File: config.mk
export PLATFORM = sky130hd
export DESIGN_NAME = ddr_wr_arbiter
export DESIGN_NICKNAME = d
export VERILOG_FILES = /design/src/rtl/ddr_wr_arbiter.sv
export SDC_FILE = /design/constraint.sdc
export NUM_CORES = 1
export LEC_CHECK = 0
export ABC_AREA = 0
export CORE_AREA = 2 2 226 228
export CTS_CLUSTER_SIZE = 24
export DETAILED_ROUTE_END_ITERATION = 8
export DIE_AREA = 0 0 228 230
export SYNTH_ARGS = -nofsm -noshare
export SYNTH_HDL_FRONTEND = slang
export SYNTH_SLANG_ARGS = --single-unit
export TNS_END_PERCENT = 1
File: constraint.sdc
create_clock -name clk -period 4.56 [get_ports clk]
set_input_delay 1.368 -clock clk [delete_from_list [all_inputs] [get_ports clk]]
set_output_delay 1.368 -clock clk [all_outputs]
set_load 0.1 [all_outputs]
File: src/rtl/ddr_wr_arbiter.sv
// Round-robin arbiter sharing the single DDR write channel between NUM_CH
// write clients, one burst at a time.
//
// state | meaning
// IDLE  | no owner; arbitrate when wready=1 and any client requests
// DATA  | owner's beats forwarded until BEATS beats have passed
// WAIT  | forwarding off; wait for write path to go busy then ready again
module ddr_wr_arbiter #(
   parameter int NUM_CH     = 4,
   parameter int DATA_WIDTH = 64,
   parameter int ADDR_WIDTH = 32,
   parameter int LEN_WIDTH  = 16
) (
   input  logic                         clk,
   input  logic                         rstn,
   input  logic [NUM_CH-1:0]            ch_req,
   input  logic [NUM_CH*ADDR_WIDTH-1:0] ch_addr,
   input  logic [NUM_CH*LEN_WIDTH-1:0]  ch_len,
   output logic [NUM_CH-1:0]            ch_gnt,
   output logic [NUM_CH-1:0]            ch_busy,
   input  logic [NUM_CH-1:0]            ch_wdata_vld,
   input  logic [NUM_CH*DATA_WIDTH-1:0] ch_wdata,
   output logic                         wstart,
   input  logic                         wready,
   output logic [ADDR_WIDTH-1:0]        waddr,
   output logic [LEN_WIDTH-1:0]         wdata_len,
   output logic                         wdata_vld,
   output logic [DATA_WIDTH-1:0]        wdata
);

   localparam int IDXW   = $clog2(NUM_CH);
   localparam int BYTES  = DATA_WIDTH / 8;
   localparam int BSHIFT = $clog2(BYTES);
   localparam int CNTW   = LEN_WIDTH + 1;

   typedef enum logic [1:0] {
      IDLE = 2'd0,
      DATA = 2'd1,
      WAIT = 2'd2
   } state_t;

   state_t          state_q, state_d;
   logic [IDXW-1:0] last_q, owner_q, sel;
   logic            sel_vld;
   logic [CNTW-1:0] beats_q, cnt_q, sel_beats;
   logic            seen_busy_q;
   logic            arb_go, beat_fwd, owner_vld;
   logic [ADDR_WIDTH-1:0] sel_addr;
   logic [LEN_WIDTH-1:0]  sel_len;
   logic [DATA_WIDTH-1:0] owner_data;

   // Round-robin search starting one past the last granted channel
   always_comb begin
      int idx;
      sel     = last_q;
      sel_vld = 1'b0;
      idx     = 0;
      for (int k = 1; k <= NUM_CH; k++) begin
         idx = (int'(last_q) + k) % NUM_CH;
         if (!sel_vld && ch_req[IDXW'(idx)]) begin
            sel     = IDXW'(idx);
            sel_vld = 1'b1;
         end
      end
   end

   assign sel_addr   = ch_addr[sel*ADDR_WIDTH +: ADDR_WIDTH];
   assign sel_len    = ch_len[sel*LEN_WIDTH +: LEN_WIDTH];
   // One extra bit so a length of all-ones cannot wrap when rounding up
   assign sel_beats  = ({1'b0, sel_len} + CNTW'(BYTES - 1)) >> BSHIFT;
   assign owner_vld  = ch_wdata_vld[owner_q];
   assign owner_data = ch_wdata[owner_q*DATA_WIDTH +: DATA_WIDTH];

   // No arbitration while a grant pulse is out: the granted client still
   // shows its request during that cycle and must not be granted twice.
   assign arb_go   = (state_q == IDLE) && wready && sel_vld && (ch_gnt == '0);
   assign beat_fwd = (state_q == DATA) && owner_vld && (cnt_q < beats_q);

   assign ch_busy  = (state_q == IDLE) ? '0 : (NUM_CH'(1) << owner_q);

   // State register
   always_ff @(posedge clk or negedge rstn) begin
      if (!rstn) state_q <= IDLE;
      else       state_q <= state_d;
   end

   // Next-state decode
   always_comb begin
      state_d = state_q;
      case (state_q)
         IDLE:    if (arb_go && (sel_len != '0)) state_d = DATA;
         DATA:    if (beat_fwd && ((cnt_q + CNTW'(1)) == beats_q)) state_d = WAIT;
         WAIT:    if (wready && seen_busy_q) state_d = IDLE;
         default: state_d = IDLE;
      endcase
   end

   // Grant/start pulses, burst parameters, beat forwarding and busy tracking
   always_ff @(posedge clk or negedge rstn) begin
      if (!rstn) begin
         ch_gnt      <= '0;
         wstart      <= 1'b0;
         waddr       <= '0;
         wdata_len   <= '0;
         wdata_vld   <= 1'b0;
         wdata       <= '0;
         last_q      <= IDXW'(NUM_CH - 1);
         owner_q     <= '0;
         beats_q     <= '0;
         cnt_q       <= '0;
         seen_busy_q <= 1'b0;
      end else begin
         ch_gnt    <= '0;
         wstart    <= 1'b0;
         wdata_vld <= 1'b0;
         if (arb_go) begin
            ch_gnt <= NUM_CH'(1) << sel;
            last_q <= sel;
            if (sel_len != '0) begin
               wstart    <= 1'b1;
               waddr     <= sel_addr;
               wdata_len <= sel_len;
               owner_q   <= sel;
               beats_q   <= sel_beats;
               cnt_q     <= '0;
            end
         end
         if (beat_fwd) begin
            wdata_vld <= 1'b1;
            wdata     <= owner_data;
            cnt_q     <= cnt_q + CNTW'(1);
         end
         // A stale wready=1 left over from before wstart must not release
         // the channel; require a busy (wready=0) cycle first.
         if (state_d == IDLE)  seen_busy_q <= 1'b0;
         else if (!wready)     seen_busy_q <= 1'b1;
      end
   end

endmodule

==> results of run 1 <==
layer usage:
metal	track usage (%)	up-vias	wire [microns]
met5	0	-	0
met4	6.577	0	1228
met3	5.134	55	3223
met2	26.99	427	20850
met1	18.98	4787	17360
li1	-	4689	-
metrics by stage:
stage | instance area, sq um | total power (uW)
6_report | 17540 | 13550
5_1_grt | 17540 | 14230
4_1_cts | 17540 | 13700
3_5_place_dp | 16970 | 12200
3_3_place_gp | 16970 | 12110
2_1_floorplan | 10090 | 9343
state kept, by name, summed over array words and instances (netlist names):
register	count
beats_q	14
ch_gnt	4
cnt_q	17
last_q	2
owner_q	2
seen_busy_q	1
state_q	2
waddr	32
wdata	64
wdata_len	16
wdata_vld	1
wstart	1
final timing paths:
check | endpoint | from | depth (start not counted)
setup reg to reg | waddr[29] | last_q[1] | 11
setup / recovery | waddr[29] | ch_req[2] | 12
hold / removal | wdata_len[2] | wdata_len[2] | 1
hold reg to reg | wdata_len[2] | wdata_len[2] | 1
max in group asynchronous | last_q[0] | rstn | 2
min in group asynchronous | wdata[12] | rstn | 1
cell families after synthesis:
family | after synthesis | share of synthesized area, %
flip-flops | 156 | 38.72
AO/OA/AOI/OAI | 142 | 10.33
buffers and inverters | 97 | 4.167
adder cells (fa/ha/maj) | 15 | 1.860
multiplexers | 165 | 25.37
AND/OR/NAND/NOR | 353 | 16.60
XOR/XNOR | 34 | 2.951
synthesized netlist by cell type (all sizes together), types with 3 or more instances:
cell | instances | share of area (%)
mux2 | 76 | 8.5
mux4 | 65 | 15
clkbuf | 46 | 1.7
xnor2 | 21 | 1.8
a21boi | 9 | 0.67
buf | 29 | 1.6
nand3b | 3 | 0.22
and2 | 37 | 2.3
o21ai | 23 | 1.2
or2 | 5 | 0.31
ha | 15 | 1.9
nand3 | 77 | 3.8
o41ai | 3 | 0.33
o22ai | 3 | 0.19
o21a | 5 | 0.37
dfrtp | 154 | 38
a22oi | 6 | 0.45
nor3 | 10 | 0.60
a21oi | 15 | 0.74
a31o | 34 | 3.0
nor2b | 4 | 0.25
o211ai | 13 | 0.97
a211oi | 9 | 0.67
nand2 | 172 | 6.4
nand2b | 3 | 0.19
nor4 | 3 | 0.19
mux2i | 24 | 2.4
inv | 22 | 0.82
nand4 | 9 | 0.56
nor2 | 13 | 0.48
a31oi | 3 | 0.33
o31ai | 14 | 1.0
nor3b | 5 | 0.37
xor2 | 13 | 1.1
power groups by stage:
stage,logic (uW),registers [uW],clock network (uW)
2_1_floorplan,3340,6000,0
3_3_place_gp,9600,2510,0
3_5_place_dp,9660,2540,0
4_1_cts,9690,2520,1490
5_1_grt,10100,2600,1550
6_report,9620,2510,1430
layout make-up:
type	count	area, sq um
clock inverters	13	141.4
fillers	5043	32320
flip-flops and latches	156	3911
multi-input cells	709	5803
well taps	672	840.8
inverters	22	82.58
clock buffers	19	432.9
diodes	1	2.502
repair buffers	639	6327
==> impl_metrics.yaml, run 1 <==
synthesis:
  synth_cell_types: 60
  synth_area_sq_um: 10090
  yosys_warnings: 0
  synth_edf_count: 0
  syn_avg_cell_area_sq_um: 10.49
  synth-seq-cells: 156
  ys_seq_area_share_pct: 38.72
  ys.flop_type: "dfrtp_1"
  synthArstFlopShare_pct: 100.0
  syn-num-nets: 1436
  synthCells: 962
hold_path:
  min_path_type: "reg2reg"
timing:
  maxSlewViolCount: 0
  whs_ns: 0.4927
  fin_ws_ns: 0.1016
  slew_headroom_pct: 23.64
  post-route-min-period_ns: 4.458
  hold_viol_final: 0
  clock_skew_ns: 0.01177
  finalSetupTns_ns: 0
  fmax_ghz: 0.2243
  rsz0062_at_grt: "no"
  fin_crit_sh_pct: 97.77
  setup_viol: 0
  worst_pin_slew_ns: 1.142
floorplanning:
  dieArea_sq_um: 52440
  die_h_microns: 230
  chipWidth_microns: 228
  ioPinCount: 581
  initial_core_util_pct: 20.23
  placementRows: 82
  coreArea_sq_um: 49860
layout:
  layout_common_cells: "575 x clkdlybuf4s50_1, 171 x nand2_1, 152 x dfrtp_1"
  syn2layout_area_growth_pct: 73.86
  final_core_util_pct: 35.18
  drive_gt1_share_pct: 15.60
  finalNonFillerCells: 2231
  fin_nets: 2019
  final_common_cell: "clkdlybuf4s50_1"
pwr:
  combPwrFrac_pct: 70.9
  clkPwrFrac_pct: 10.5
  p_int_uw: 6033
  p_seq_share_pct: 18.5
  power.density_nw_per_um2: 772.7
  power.leakage_uw: 0.006912
  switching_share_pct: 55.49
  ir_worst_vdd_mv: 0.2981
  p_switching_uw: 7520
critical_path:
  critical_path_required_ns: 4.91
  critPathBufInv: 4
  cp.arrival_ns: 4.81
  end_kind: "flop"
  start_kind: "input pin"
  worstSetupPathType: "in2reg"
  cpLargestDelayFamily: "compound AO/OA/AOI/OAI gates"
  worstPathMaxFanout: 32
  slowest_delay_ns: 0.60
  crit_chain: "clkdlybuf4s50_1 > nand2b_1 > a21oi_1 > or3_2 > a211oi_1 > o22ai_1 > or4_1 > o41ai_4 > buf_12 > inv_2 > buf_12 > a31o_1"
  r2r_slack_ns: 0.91
  crit_slowest_cell: "or3_2"
  crit_top_cell: "buf_12"
placed_design:
  place_congestion: 0.9097
  dp_slack_ns: -0.3557
  dp.cells: 2198
  place_hpwl_microns: 34770
  io_buffers: 580
drt:
  ant_nets: 0
  vias: 9958
  routedWlPerCell_microns: 19.12
  drc_errors: 0
  firstDrtPassIters: 5
  viasPerCell: 4.463
  wirelength_microns: 42660
  drtIter0Drc: 381
grt:
  grt_pass1_wl_microns: 63690
  antenna_found_initial: 3
  track_usage_pct: 16.07
  grt_pass1_vias: 10400
  grt_overflow: 0
  grt_max_degree: 69
clock_tree:
  clkTransAtPathRegs_ns: 0.07
  root_buffer: "clkbuf_16"
  postCtsSetupBuffers: 0
  cts.hold.buffers_added: 0
  htreeDepth: 4
  clkLatencyLatePin_ns: 0.47
  cts_made_buffers: 17
  cts-resized-gates: 0
  cts_tree: "built"
  cts.sinks: 156
  cts_max_path_buffers: 2
run_status:
  status: "complete, no violations"
run:
  drv_cap: 0
No activity file was read; power rests on OpenSTA's default activity.
==> run 2, diff against run 1 <==
- DONT_BUFFER_PORTS: default -> 1
- clock period: 4.56 -> 3.7 ns (I/O delays scaled with it)
==> impl_metrics.yaml, run 2 (synthesis gave the netlist of run 1 again) <==
floorplanning:
  dieArea_sq_um: 52440
  chipWidth_microns: 228
  coreArea_sq_um: 49860
  ioPinCount: 581
  placementRows: 82
  die_h_microns: 230
  initial_core_util_pct: 20.23
grt:
  grt_pass1_vias: 8089
  grtUsageMet1_pct: 15.33
  grt_pass1_wl_microns: 51890
  grt_overflow: 0
  antenna_found_initial: 11
  grt_max_degree: 157
  gr-max-usage-layer: "met2"
  track_usage_pct: 13.42
  use_met3_pct: 6.362
  grtUsageMet2_pct: 20.29
drt:
  vias: 7935
  drtIter0Drc: 384
  viasPerCell: 4.797
  drc_errors: 0
  firstDrtPassIters: 4
  routedWlPerCell_microns: 21.71
  ant_nets: 0
  wirelength_microns: 35920
critical_path:
  start_kind: "input pin"
  crit_slowest_cell: "or3_1"
  r2r_cells: 13
  critPathBufInv: 5
  cp.arrival_ns: 3.96
  worstPathMaxFanout: 36
  crit_chain: "nand2b_1 > a21oi_1 > buf_4 > nor3_4 > buf_4 > mux2i_1 > a22oi_1 > or3_1 > o41ai_4 > buf_12 > inv_2 > buf_12 > a31o_1"
  critical_path_required_ns: 4.06
  cpLargestDelayFamily: "buffers and inverters"
  reg2reg_to: "waddr[14]"
  worstSetupPathType: "in2reg"
  cp_num_cells: 13
  reg2reg_from: "last_q[1]"
  slowest_delay_ns: 0.44
  r2r_slack_ns: 0.15
  end_kind: "flop"
timing:
  fin_crit_sh_pct: 97.21
  setup_viol: 0
  hold_viol_final: 0
  clock_skew_ns: 0.007005
  finalSetupTns_ns: 0
  maxSlewViolCount: 0
  worst_pin_slew_ns: 1.060
  post-route-min-period_ns: 3.597
  slew_headroom_pct: 29.40
  whs_ns: 0.3338
  rsz0062_at_grt: "no"
  fmax_ghz: 0.2780
layout:
  top_register: "wdata"
  fin_nets: 1438
  final_common_cell: "nand2_1"
  syn2layout_area_growth_pct: 17.72
  drive_gt1_share_pct: 24.90
  reg_top3: "wdata x64, waddr x32, cnt_q x17"
  layout_common_cells: "171 x nand2_1, 152 x dfrtp_1, 77 x nand3_1"
  largest_reg_flops: 64
clock_tree:
  cts_max_path_buffers: 2
  cts_tree: "built"
  cts.sinks: 156
  cts.hold.buffers_added: 0
  cts-resized-gates: 0
  root_buffer: "clkbuf_16"
  htreeDepth: 4
  clkLatencyLatePin_ns: 0.47
  cts_made_buffers: 17
  postCtsSetupBuffers: 0
  clkTransAtPathRegs_ns: 0.07
run:
  drv_cap: 0
placed_design:
  place_congestion: 0.9670
  io_buffers: 0
  place_hpwl_microns: 28910
hold_path:
  min_path_type: "in2async"
run_status:
  status: "complete, no violations"
-- run 2: changes by cell type in the layout (fill, tap and decap cells not counted), moves of 4 or more --
| cell | previous run | this run |
|---|---|---|
| a211oi_1 | 9 | 5 |
| a211oi_2 | 0 | 4 |
| buf_4 | 56 | 49 |
| clkdlybuf4s50_1 | 575 | 0 |
| diode_2 | 1 | 6 |
-- run 2: layout make-up --
| cell class | instances | area [sq um] |
|---|---|---|
| well taps | 672 | 840.8 |
| clock buffers | 21 | 460.4 |
| inverters | 22 | 82.58 |
| multi-input cells | 709 | 5843 |
| repair buffers | 58 | 560.5 |
| diodes | 6 | 15.01 |
| clock inverters | 10 | 163.9 |
| fillers | 5367 | 37990 |
| flip-flops and latches | 156 | 3911 |
-- run 2: how the worst max path moves through the flow --
stage	slack, ns	from	to
after floorplan	-0.63	owner_q[0]	ch_busy[1]
after global placement	-0.37	ch_req[2]	waddr[0]
after detailed placement	-0.37	ch_req[1]	waddr[14]
after CTS	0.12	last_q[1]	waddr[14]
after global routing	0.01	last_q[1]	waddr[27]
final	0.10	ch_req[2]	waddr[14]
-- run 2: metrics by stage --
step	std cells	instance area, sq um	setup slack [ns]	utilization, %
6_report	1654	11880	0.1032	23.82
4_1_cts	1648	11840	0.1236	23.74
3_5_place_dp	1617	11210	-0.3729	22.49
5_1_grt	1654	11880	0.01385	23.82
3_3_place_gp	1617	11210	-0.3735	22.49
2_1_floorplan	962	10090	-0.6292	-
-- run 2: per-layer routing --
layer | vias to the layer above | wire [microns]
li1 | 3531 | -
met1 | 3895 | 13950
met2 | 431 | 16260
met3 | 72 | 3915
met4 | 6 | 1754
met5 | - | 29
Power of run 2 is not shown: default switching activity piles up to over one toggle a cycle in this logic, so the estimate is an artifact.
